==> config.mk <==
export PLATFORM = sky130hd
export DESIGN_NAME = mest_result_collector
export DESIGN_NICKNAME = d
export VERILOG_FILES = /design/src/rtl/mest_pkg.sv /design/src/rtl/mest_result_fifo.sv /design/src/rtl/mest_result_collector.sv
export SDC_FILE = /design/constraint.sdc
export NUM_CORES = 1
export LEC_CHECK = 0
export CORE_AREA = 2 2 131 133
export CTS_CLUSTER_SIZE = 14
export DETAILED_ROUTE_END_ITERATION = 10
export DIE_AREA = 0 0 133 135
export GPL_TIMING_DRIVEN = 0
export PLACE_DENSITY = 0.7
export SKIP_CTS_REPAIR_TIMING = 1
export SLEW_MARGIN = 10
export SYNTH_ARGS = -nofsm -noshare
export SYNTH_HDL_FRONTEND = slang
export SYNTH_HIERARCHICAL = 1
export SYNTH_SLANG_ARGS = --single-unit
==> constraint.sdc <==
create_clock -name clk -period 2.98 [get_ports clk]
set_input_delay 0.745 -clock clk [delete_from_list [all_inputs] [get_ports clk]]
set_output_delay 0.745 -clock clk [all_outputs]
set_load 0.01 [all_outputs]
==> src/rtl/mest_pkg.sv <==
// Shared types for the mest result-side logic: collector FSM states,
// the packed capture entry layout and default sizing.
package mest_pkg;

    localparam int DEF_DATA_WIDTH = 8;
    localparam int DEF_DEPTH      = 16;

    typedef enum logic [1:0] {
        IDLE    = 2'd0,
        CAPTURE = 2'd1,
        DONE    = 2'd2
    } collector_state_t;

    typedef struct packed {
        logic                      carry;
        logic                      zero;
        logic [DEF_DATA_WIDTH-1:0] result;
    } result_entry_t;

endpackage

==> src/rtl/mest_result_fifo.sv <==
// Capture buffer: circular storage with write/read pointers and an entry count.
// Ports: i_clear (restart, a same-cycle write becomes entry 0), i_wr_en/i_wr_data,
// i_rd_en -> o_rd_valid/o_rd_data one cycle later, o_count, o_full.
module mest_result_fifo #(
    parameter int WIDTH     = 10,
    parameter int DEPTH     = 16,
    parameter int CNT_WIDTH = $clog2(DEPTH + 1)
) (
    input  logic                 clk,
    input  logic                 i_reset,
    input  logic                 i_clear,
    input  logic                 i_wr_en,
    input  logic [WIDTH-1:0]     i_wr_data,
    input  logic                 i_rd_en,
    output logic                 o_rd_valid,
    output logic [WIDTH-1:0]     o_rd_data,
    output logic [CNT_WIDTH-1:0] o_count,
    output logic                 o_full
);
    import mest_pkg::*;

    localparam int PTR_W = $clog2(DEPTH);

    logic [WIDTH-1:0] mem [DEPTH];
    logic [PTR_W-1:0] wr_ptr;
    logic [PTR_W-1:0] rd_ptr;
    logic             do_wr;
    logic             do_rd;

    assign o_full = (o_count == CNT_WIDTH'(DEPTH));
    assign do_wr  = i_wr_en && (i_clear || !o_full);
    assign do_rd  = i_rd_en && !i_clear && (o_count != '0);

    // a write during clear lands at slot 0, since the pointers restart there
    always_ff @(posedge clk) begin
        if (do_wr && !i_reset)
            mem[i_clear ? '0 : wr_ptr] <= i_wr_data;
    end

    always_ff @(posedge clk) begin
        if (i_reset) begin
            wr_ptr     <= '0;
            rd_ptr     <= '0;
            o_count    <= '0;
            o_rd_valid <= 1'b0;
            o_rd_data  <= '0;
        end else begin
            o_rd_valid <= do_rd;
            if (do_rd)
                o_rd_data <= mem[rd_ptr];
            if (i_clear) begin
                wr_ptr  <= do_wr ? PTR_W'(1) : '0;
                rd_ptr  <= '0;
                o_count <= do_wr ? CNT_WIDTH'(1) : '0;
            end else begin
                if (do_wr)
                    wr_ptr <= wr_ptr + PTR_W'(1);
                if (do_rd)
                    rd_ptr <= rd_ptr + PTR_W'(1);
                if (do_wr && !do_rd)
                    o_count <= o_count + CNT_WIDTH'(1);
                else if (do_rd && !do_wr)
                    o_count <= o_count - CNT_WIDTH'(1);
            end
        end
    end

endmodule

==> src/rtl/mest_result_collector.sv <==
// Captures mest_pro results+flags into a buffer, tracks checksum/overflow,
// and lets a host drain entries after completion. Ports: i_arm starts a session,
// i_result/i_valid_result/i_carry/i_zero_flag/i_all_done from the processor,
// i_rd_en -> o_rd_valid/o_rd_data, status o_count/o_checksum/o_overflow/o_capturing/o_done.
module mest_result_collector #(
    parameter int DATA_WIDTH = 8,
    parameter int DEPTH      = 16,
    parameter int CNT_WIDTH  = $clog2(DEPTH + 1)
) (
    input  logic                  clk,
    input  logic                  i_reset,
    input  logic                  i_arm,
    input  logic [DATA_WIDTH-1:0] i_result,
    input  logic                  i_valid_result,
    input  logic                  i_carry,
    input  logic                  i_zero_flag,
    input  logic                  i_all_done,
    input  logic                  i_rd_en,
    output logic                  o_rd_valid,
    output logic [DATA_WIDTH+1:0] o_rd_data,
    output logic [CNT_WIDTH-1:0]  o_count,
    output logic [DATA_WIDTH-1:0] o_checksum,
    output logic                  o_overflow,
    output logic                  o_capturing,
    output logic                  o_done
);
    import mest_pkg::*;

    collector_state_t state_q;
    collector_state_t state_d;
    logic             full;
    logic             cap_valid;
    logic             wr_en;
    logic             rd_en;

    assign o_capturing = (state_q == CAPTURE);
    assign o_done      = (state_q == DONE);

    assign cap_valid = o_capturing && i_valid_result;
    // arm empties the buffer first, so a same-cycle result always fits
    assign wr_en     = cap_valid && (i_arm || !full);
    assign rd_en     = o_done && i_rd_en && !i_arm;

    always_comb begin
        state_d = state_q;
        unique case (state_q)
            IDLE:    if (i_arm) state_d = CAPTURE;
            CAPTURE: if (!i_arm && i_all_done) state_d = DONE;
            DONE:    if (i_arm) state_d = CAPTURE;
            default: state_d = IDLE;
        endcase
    end

    always_ff @(posedge clk) begin
        if (i_reset)
            state_q <= IDLE;
        else
            state_q <= state_d;
    end

    always_ff @(posedge clk) begin
        if (i_reset) begin
            o_checksum <= '0;
            o_overflow <= 1'b0;
        end else if (i_arm) begin
            o_checksum <= cap_valid ? i_result : '0;
            o_overflow <= 1'b0;
        end else if (cap_valid) begin
            if (full)
                o_overflow <= 1'b1;
            else
                o_checksum <= o_checksum + i_result;
        end
    end

    mest_result_fifo #(
        .WIDTH    (DATA_WIDTH + 2),
        .DEPTH    (DEPTH),
        .CNT_WIDTH(CNT_WIDTH)
    ) u_fifo (
        .clk       (clk),
        .i_reset   (i_reset),
        .i_clear   (i_arm),
        .i_wr_en   (wr_en),
        .i_wr_data ({i_carry, i_zero_flag, i_result}),
        .i_rd_en   (rd_en),
        .o_rd_valid(o_rd_valid),
        .o_rd_data (o_rd_data),
        .o_count   (o_count),
        .o_full    (full)
    );

endmodule

Word-level counts from Yosys, hierarchy flattened --
Memories as Yosys holds them, arrays and structs flattened. A register that Yosys moved wholly into a read port is not among the register bits. Index checks and enable logic that the tools add are counted.
Storage, ports and cells: register bits 25, latch bits 0, memory bits (writable) 160, memory bits (read-only) 0, word-level logic and storage cells 63, memories kept 1
Memories:
- u_fifo.mem | words 16, bits a word 10, read ports 1, clocked after Yosys merged registers in 1, write ports 1, RTL line mest_result_fifo.sv:24 | logic [WIDTH-1:0] mem [DEPTH];
Operators by class: add/subtract/negate cells 5, $mul 0, div/mod/pow operators 0, $lt $le $gt $ge 0, equal/unequal tests 6, shifts and indexed selects 0, multiplexer cells 17, bitwise logic cells 0, reduce and logical (&&, ||, !) cells 27
Operators by type and width (number):
- two-way mux 8 bit | 4
- two-way mux 5 bit | 3
- two-way mux 4 bit | 3
- logical AND 1 bit | 11
- adder 4 x 1 -> 4 bit, second input constant | 2
- adder 8 bit | 1
- AND reduction 2 bit | 3
- adder 5 x 1 -> 5 bit, second input constant | 1
- == test 5 bit, second input constant | 1
- logical NOT 1 bit | 5
- nonzero test 5 bit | 1
- subtractor 5 x 1 -> 5 bit, second input constant | 1
- two-way mux 1 bit | 4
- two-way mux 2 bit | 2
- != test 2 x 1 -> 1 bit, second input constant | 2
- one-hot mux 2 bit (2 select lines) | 1
- nonzero test 2 bit | 2
- OR reduction 2 bit | 2
- nonzero test 3 bit | 1
- == test 2 x 1 -> 1 bit, second input constant | 1
- == test 2 bit, second input constant | 1
- logical NOT 2 bit | 1
- != test 2 bit, second input constant | 1
- logical OR 1 bit | 1

Depth between registers and ports, before layout --
depth in word-level cells 10, mapped depth 12, gate-level depth less buffers 12

Cells and area by module --
Netlist, hierarchy kept.
By module, submodules not included:
- mest_result_fifo | instances 1, cells an instance 385, area each 7298.2 um^2
- mest_result_collector | instances 1, cells an instance 109, area each 875.8 um^2

Least setup slack after synthesis --
No wires, ideal clock.
path kind input-to-reg, start in i_valid_result, end reg u_fifo.o_count[4], library setup time 0.122 ns, arrival 2.971 ns, setup slack -0.112 ns, stages 11, cells stage by stage and3b_1 buf_2 a21boi_0 o31a_4 nand2_1 fa_1 a21o_1 a21o_1 and3_4 nor3_1 nor3b_2
Between the ends: word-level cells in the longest chain between the ends 6
RTL lines:
- from (decl) | RTL line mest_result_collector.sv:14 | input logic i_valid_result,
- logical AND 1 bit (*) | RTL line mest_result_collector.sv:39 | assign cap_valid = o_capturing && i_valid_result;
- logical AND 1 bit (*) | RTL line mest_result_collector.sv:41 | assign wr_en = cap_valid && (i_arm || !full);
- via wr_en | RTL line mest_result_collector.sv:33 | logic wr_en;
- logical AND 1 bit (*) | RTL line mest_result_fifo.sv:31 | assign do_wr = i_wr_en && (i_clear || !o_full);
- logical AND 1 bit or logical NOT 1 bit (tied branches) | RTL line mest_result_fifo.sv:60, mest_result_fifo.sv:62
- two-way mux 5 bit or logical AND 1 bit (tied branches) | RTL line mest_result_fifo.sv:60, mest_result_fifo.sv:62
- two-way mux 5 bit or nonzero test 3 bit (tied branches)
- to (signal assigned) | RTL line mest_result_fifo.sv:54 | o_count <= do_wr ? CNT_WIDTH'(1) : '0;
- to (signal assigned) | RTL line mest_result_fifo.sv:61 | o_count <= o_count + CNT_WIDTH'(1);
- to (signal assigned) | RTL line mest_result_fifo.sv:63 | o_count <= o_count - CNT_WIDTH'(1);
- to (decl) | RTL line mest_result_fifo.sv:17 | output logic [CNT_WIDTH-1:0] o_count,
Mark *: on every way through the listed nets, which the timed path passes. The rest lies on a longest branch. A chain may end at the register's enable or synchronous reset.

Final worst setup path --
start reg u_fifo.o_count[1], end reg u_fifo.o_count[4]
Between the ends: word-level cells in the longest chain between the ends 8
RTL lines:
- branches (longest 8 deep; another with subtractor 5 x 1 -> 5 bit)
Parallel ways; which one is timed is not known. The select of a mux whose other input is x is not followed.

==> flow_summary.toml <==
[cells_and_area]
diodes = 0
fillers = 1198
drive_gt1_frac = 0.238
stdcell_count = 808
fin_nets = 606
syn_to_final_growth_pct = 21.2

[route]
dr_total_vias = 4781
wire_per_inst_um = 22.6
via_per_inst = 5.92
wirelength_um = 18300
drtPass1Iterations = 5
drt_first_iter_violations = 393
postRouteAntennaNets = 0
drc_errors = 0

[clock_network]
numCtsBuffers = 17
cts-htree-levels = 4
root_buffer = "clkbuf_16"
clk_latency_ps = 440
cts.sinks = 195
path_clk_slew_ps = 80
cts.path.max_buffers = 2
cts_tree = "built"

[synth]
syn_area_um2 = 8170
netlist_instances = 494
ys_ff_latch = 195
synthArstFlopShare = 0
yosysTopAreaCell = "edfxtp_1"
yosysSeqAreaShare = 0.674
ys_warn_count = 6
synth-edff-count = 160
ys_types = 54
synth_nets = 525
yosysMostFrequentCell = "edfxtp_1"
synthTopCellsByCount = "edfxtp_1 (160), mux4_2 (40), nor2_1 (37)"
synth_top_area_share = 0.588
post_synth_main_area_contributors = "edfxtp_1 (59%), mux4_2 (11%), dfxtp_1 (8.6%)"
synthFlopType = "edfxtp_1"
syn_avg_cell_area_um2 = 16.5

[pwr]
p_per_area_nw_per_um2 = 542
p_leak_nw = 3.13
total_power_mw = 5.37
ir_drop_v = 0.000461

[grt]
grtUsageTotal = 0.201
grt_max_degree = 22
antenna_found_initial = 0
overflow = 0
grt_pass1_wl_um = 26400
grt_pass1_vias = 4545

[hold_path]
holdPathStages = 2
min_to = "u_fifo/o_rd_data[8]$_SDFFE_PP0P_"
min_path_type = "register to register"
hp-start = "u_fifo/o_rd_data[8]$_SDFFE_PP0P_"

[sta]
worst_slew_pin_slew_ps = 832
hold_viol_final = 0
post-route-period-util = 0.962
max_freq_mhz = 349
finalCriticalPeriod_ps = 2870
slew_headroom = 0.445
setup_viol_count_final = 0
finClkSkew_ps = 12.0
postLayoutSetupSlackWorst_ps = 113
slew_violations = 0

[placement]
pre_cts_slack_ps = -1230
port-buffer-count = 42
dp_cells = 756
place_congestion = 0.856
detailed_place_hpwl_um = 11400

[worst_setup_path]
endpoint_kind = "register"
cp-start-kind = "register"
r2r_start = "u_fifo/o_count[1]$_SDFFE_PP0P_"
rr_worst_depth = 10
cp_max_fo = 10
r2r_end = "u_fifo/o_count[4]$_SDFFE_PP0P_"
crit_type = "register to register"
required_ps = 3310
rrSetupSlack_ps = 110
cp.arrival_ps = 3200

[die]
start_util = 0.498
num_rows = 47
dieArea_um2 = 18000
core_um2 = 16400
die_h_um = 135
die_w_um = 133
top_level_ports = 43

[status]
outcome = "finished, final reports clean"

[flow_run]
maxCapViolCount = 0
## worst max-delay path, stage by stage, from the launching register on
cell	delay (ps)
dfxtp_1	390
or4_4	610
o21ai_4	210
buf_6	190
nand2_4	90
fa_2	380
a21o_1	180
a21o_1	190
nor3_2	240
o21ai_1	100
nor3b_2	170
## cell type report
cell class / instances / area, um2 / area share
sequential: 195 / 5510 / 0.556
inverter: 8 / 32.5 / 0.00328
tap: 220 / 275 / 0.0278
buffer: 23 / 109 / 0.0110
clock inverter: 15 / 145 / 0.0146
clock buffer: 17 / 425 / 0.0429
multi-input combinational: 268 / 2700 / 0.272
timing repair buffer: 62 / 721 / 0.0727
## worst max path at each step
| stage | startpoint | end | slack (ps) | depth (start not counted) |
|---|---|---|---|---|
| after floorplan | i_valid_result | u_fifo/o_count[4]$_SDFFE_PP0P_ | 80 | 11 |
| after global placement | i_valid_result | u_fifo/mem[7][2]$_DFFE_PP_ | -1160 | 9 |
| after detailed placement | i_valid_result | u_fifo/mem[10][5]$_DFFE_PP_ | -1230 | 9 |
| after CTS | i_valid_result | u_fifo/mem[10][1]$_DFFE_PP_ | -830 | 9 |
| after global routing | u_fifo/o_count[0]$_SDFFE_PP0P_ | u_fifo/o_count[4]$_SDFFE_PP0P_ | -3 | 12 |
| final | u_fifo/o_count[1]$_SDFFE_PP0P_ | u_fifo/o_count[4]$_SDFFE_PP0P_ | 110 | 10 |
## cells in the final DEF (no fill, tap or decap), types with 4 or more instances in the layout
| master | n |
|---|---|
| edfxtp_1 | 160 |
| mux4_2 | 40 |
| clkdlybuf4s50_1 | 39 |
| dfxtp_1 | 35 |
| mux2i_1 | 25 |
| nor2_1 | 22 |
| a21oi_1 | 21 |
| clkbuf_16 | 17 |
| clkbuf_1 | 14 |
| nand3b_1 | 14 |
| nand2_1 | 13 |
| ha_1 | 13 |
| nor2_4 | 12 |
| buf_12 | 12 |
| o221ai_1 | 10 |
| buf_4 | 8 |
| inv_1 | 7 |
| xor2_1 | 7 |
| o21ai_0 | 7 |
| buf_2 | 6 |
| a31oi_1 | 5 |
| a211oi_1 | 5 |
| nor2b_1 | 4 |
| nor3_1 | 4 |
| nand4_1 | 4 |
| a21o_1 | 4 |
| nor3_2 | 4 |
| or3_1 | 4 |
| nand2b_1 | 4 |
| inv_6 | 4 |
## report_power, final
group | total (mW) | internal [mW] | switching, mW
registers | 2.97 | 2.95 | 0.0124
clock network | 2.17 | 1.11 | 1.06
logic | 0.234 | 0.0954 | 0.139
## through the flow
| stage | util | hold slack [ps] | instance area, um2 | TNS, ps |
|---|---|---|---|---|
| final | 0.604 | 513 | 9910 | 0 |
| after global placement | 0.541 | 499 | 8880 | -160760 |
| after CTS | 0.576 | 518 | 9450 | -98560 |
| after global routing | 0.604 | 562 | 9910 | -3.01 |
| after floorplan | - | 494 | 8190 | 0 |
| after detailed placement | 0.541 | 490 | 8880 | -171840 |
## registers in the layout, indices dropped and copies added, names as in the netlist
name and count:
u_fifo/mem 160, u_fifo/o_rd_data 10, o_checksum 8, u_fifo/o_count 5, u_fifo/rd_ptr 4, u_fifo/wr_ptr 4, state_q 2, o_overflow 1
u_fifo/o_rd_valid 1
## cell families after synthesis
kind of cell    after synthesis  share of synthesized area
simple gates                110                     0.0768
xor+xnor                      9                    0.00964
flops                       195                      0.674
compound gates               69                     0.0589
mux                          65                      0.141
fa+ha+maj                    15                     0.0248
buf+inv                      31                     0.0155
## routing by layer
layer	wire, um	GRT usage
met5	0	0
met3	908	0.0417
met2	9630	0.343
met1	7310	0.257
met4	435	0.0753
No activity file was read; power rests on OpenSTA's default activity.
==> RTL change, RTL diff (same flow settings) <==
Put a register stage on the output `o_capturing`, cleared by the reset. The value now appears one clock later. The other outputs are not delayed to match.
--- a/src/rtl/mest_result_collector.sv
+++ b/src/rtl/mest_result_collector.sv
@@ -27,4 +27,6 @@
     import mest_pkg::*;
 
+    logic o_capturing_d;
+
     collector_state_t state_q;
     collector_state_t state_d;
@@ -34,8 +36,8 @@
     logic             rd_en;
 
-    assign o_capturing = (state_q == CAPTURE);
+    assign o_capturing_d = (state_q == CAPTURE);
     assign o_done      = (state_q == DONE);
 
-    assign cap_valid = o_capturing && i_valid_result;
+    assign cap_valid = o_capturing_d && i_valid_result;
     // arm empties the buffer first, so a same-cycle result always fits
     assign wr_en     = cap_valid && (i_arm || !full);
@@ -91,4 +93,12 @@
     );
 
+    always_ff @(posedge clk) begin
+        if (i_reset) begin
+            o_capturing <= '0;
+        end else begin
+            o_capturing <= o_capturing_d;
+        end
+    end
+
 endmodule
 
Formal check against the unedited RTL: not equivalent (Yosys sat finds a counterexample within 4 cycles, from zero or initial values and one cycle with i_reset high).
==> RTL change against the unedited design <==
Wire length shrank 3.5%. Final area shrank 2.2%. Sequential cell count grew 1. Sequential share of layout area grew 1.5 points. Power grew 4.3%. Synthesized area shrank 0.54%. Maximum frequency shrank 0.86%. Setup slack lost 0.025 ns. Highest routed layer unchanged.
==> RTL change: results <==
[clock_tree]
htreeDepth = 4
numCtsBuffers = 17
clk_pin_slew_worst_paths_ns = 0.06

[synthesis]
post_synth_fa_ha_maj_area_fraction_pct = 2.49
syn_nets = 515
yosysUniqueCellTypes = 52
yosysSeqAreaShare_pct = 68.0
synth_area_leaders = edfxtp_1 59%, mux4_2 11%, dfxtp_1 8.9%, mux2i_1 3.1%, ha_1 2.0%
synth_compound_area_share_pct = 5.52
muxShareOfSynthArea_pct = 14.3
synth_xor_area_share_pct = 1.52
synth_common_cells = 160 x edfxtp_1, 40 x mux4_2, 36 x dfxtp_1, 36 x nor2_1, 25 x mux2i_1

[global_routing]
use_met1_pct = 29.4
grt_pass1_vias = 4530
met3_usage_pct = 4.24
use_met2_pct = 31.8
grt_use_total_pct = 20.6
grt_pass1_wl_mm = 27.1

[sta]
fin_worst_skew_ns = 0.00863

[cells_and_area]
largestRegisters = u_fifo/mem: 160 flops, u_fifo/o_rd_data: 10 flops, o_checksum: 8 flops
drive_above_1_share_pct = 23.3
nNetsFinal = 585

[drt]
routedWlPerCell_um = 22.4
vias = 4608

[worst_setup_path]
arrival_ns = 2.96

[run_status]
status = finished clean

[placed_design]
dp_slack_ns = -1.25
gpl.final_weighted_congestion = 0.844
dpl.hpwl_mm = 11.3

[power]
peakVddDrop_mv = 0.469
cellLeakagePower_nw = 3.08
-- RTL change: cell count changes in the layout (fill, tap and decap cells not counted), sizes merged, moves of 4 or more --
| cell | before | now |
|---|---|---|
| clkdlybuf4s50 | 39 | 34 |
| bufinv | 0 | 4 |
| a31oi | 5 | 1 |
| dlymetal6s2s | 2 | 7 |
| buf | 29 | 18 |
| inv | 15 | 8 |
-- RTL change: final timing paths --
check                                  startpoint          endpoint  slack [ns]  cells past startpoint
worst max-delay path               i_valid_result  u_fifo/mem[3][9]        0.09                      7
worst min-delay path                   state_q[1]        state_q[0]        0.50                      1
worst max register to register  u_fifo/o_count[2]  u_fifo/mem[3][9]        0.13                      8
worst min register to register         state_q[1]        state_q[0]        0.50                      1
-- RTL change: logic make-up (layout without fill, tap and decap cells) --
group           count (synthesis)  after routing
buf+inv                        29            112
compound gates                 62             62
xor+xnor                       12             12
mux                            66             66
fa+ha+maj                      15             15
simple gates                  104            104
flops                         196            196
-- RTL change: cell type report --
class / instances / area, um2
Clock buffer: 18 / 429
Timing Repair Buffer: 51 / 500
Buffer: 23 / 120
Inverter: 6 / 22.5
Tap cell: 220 / 275
Sequential cell: 196 / 5530
Clock inverter: 14 / 183
Multi-Input combinational cell: 259 / 2630
Fill cell: 1197 / 6720
-- RTL change: per-layer routing --
layer	vias up	part of all wire, %	wire, um
met1	2389	44	7840
met5	-	0	0
li1	2053	-	-
met2	147	49	8590
met4	0	1.5	270
met3	19	5.3	927
-- RTL change: critical path: stages --
cell,delay [ns]
clkdlybuf4s50_1,0.50
nand2_2,0.10
a21oi_4,0.22
o21ai_2,0.16
nor2_1,0.25
nand3_1,0.38
nor2_2,0.61
-- RTL change: power breakdown --
group	total [mW]	switching, mW	internal (mW)
Combinational	0.238	0.142	0.0966
Sequential	2.98	0.0123	2.97
Clock	2.38	0.983	1.40
Total	5.60	1.14	4.47
-- RTL change: per-stage QoR --
stage,area (um2),util (%),std cells
after detailed placement,8840,53.9,746
after CTS,9460,57.6,778
after global placement,8840,53.9,746
final,9690,59.1,787
after global routing,9690,59.1,787
after floorplan,8150,-,484
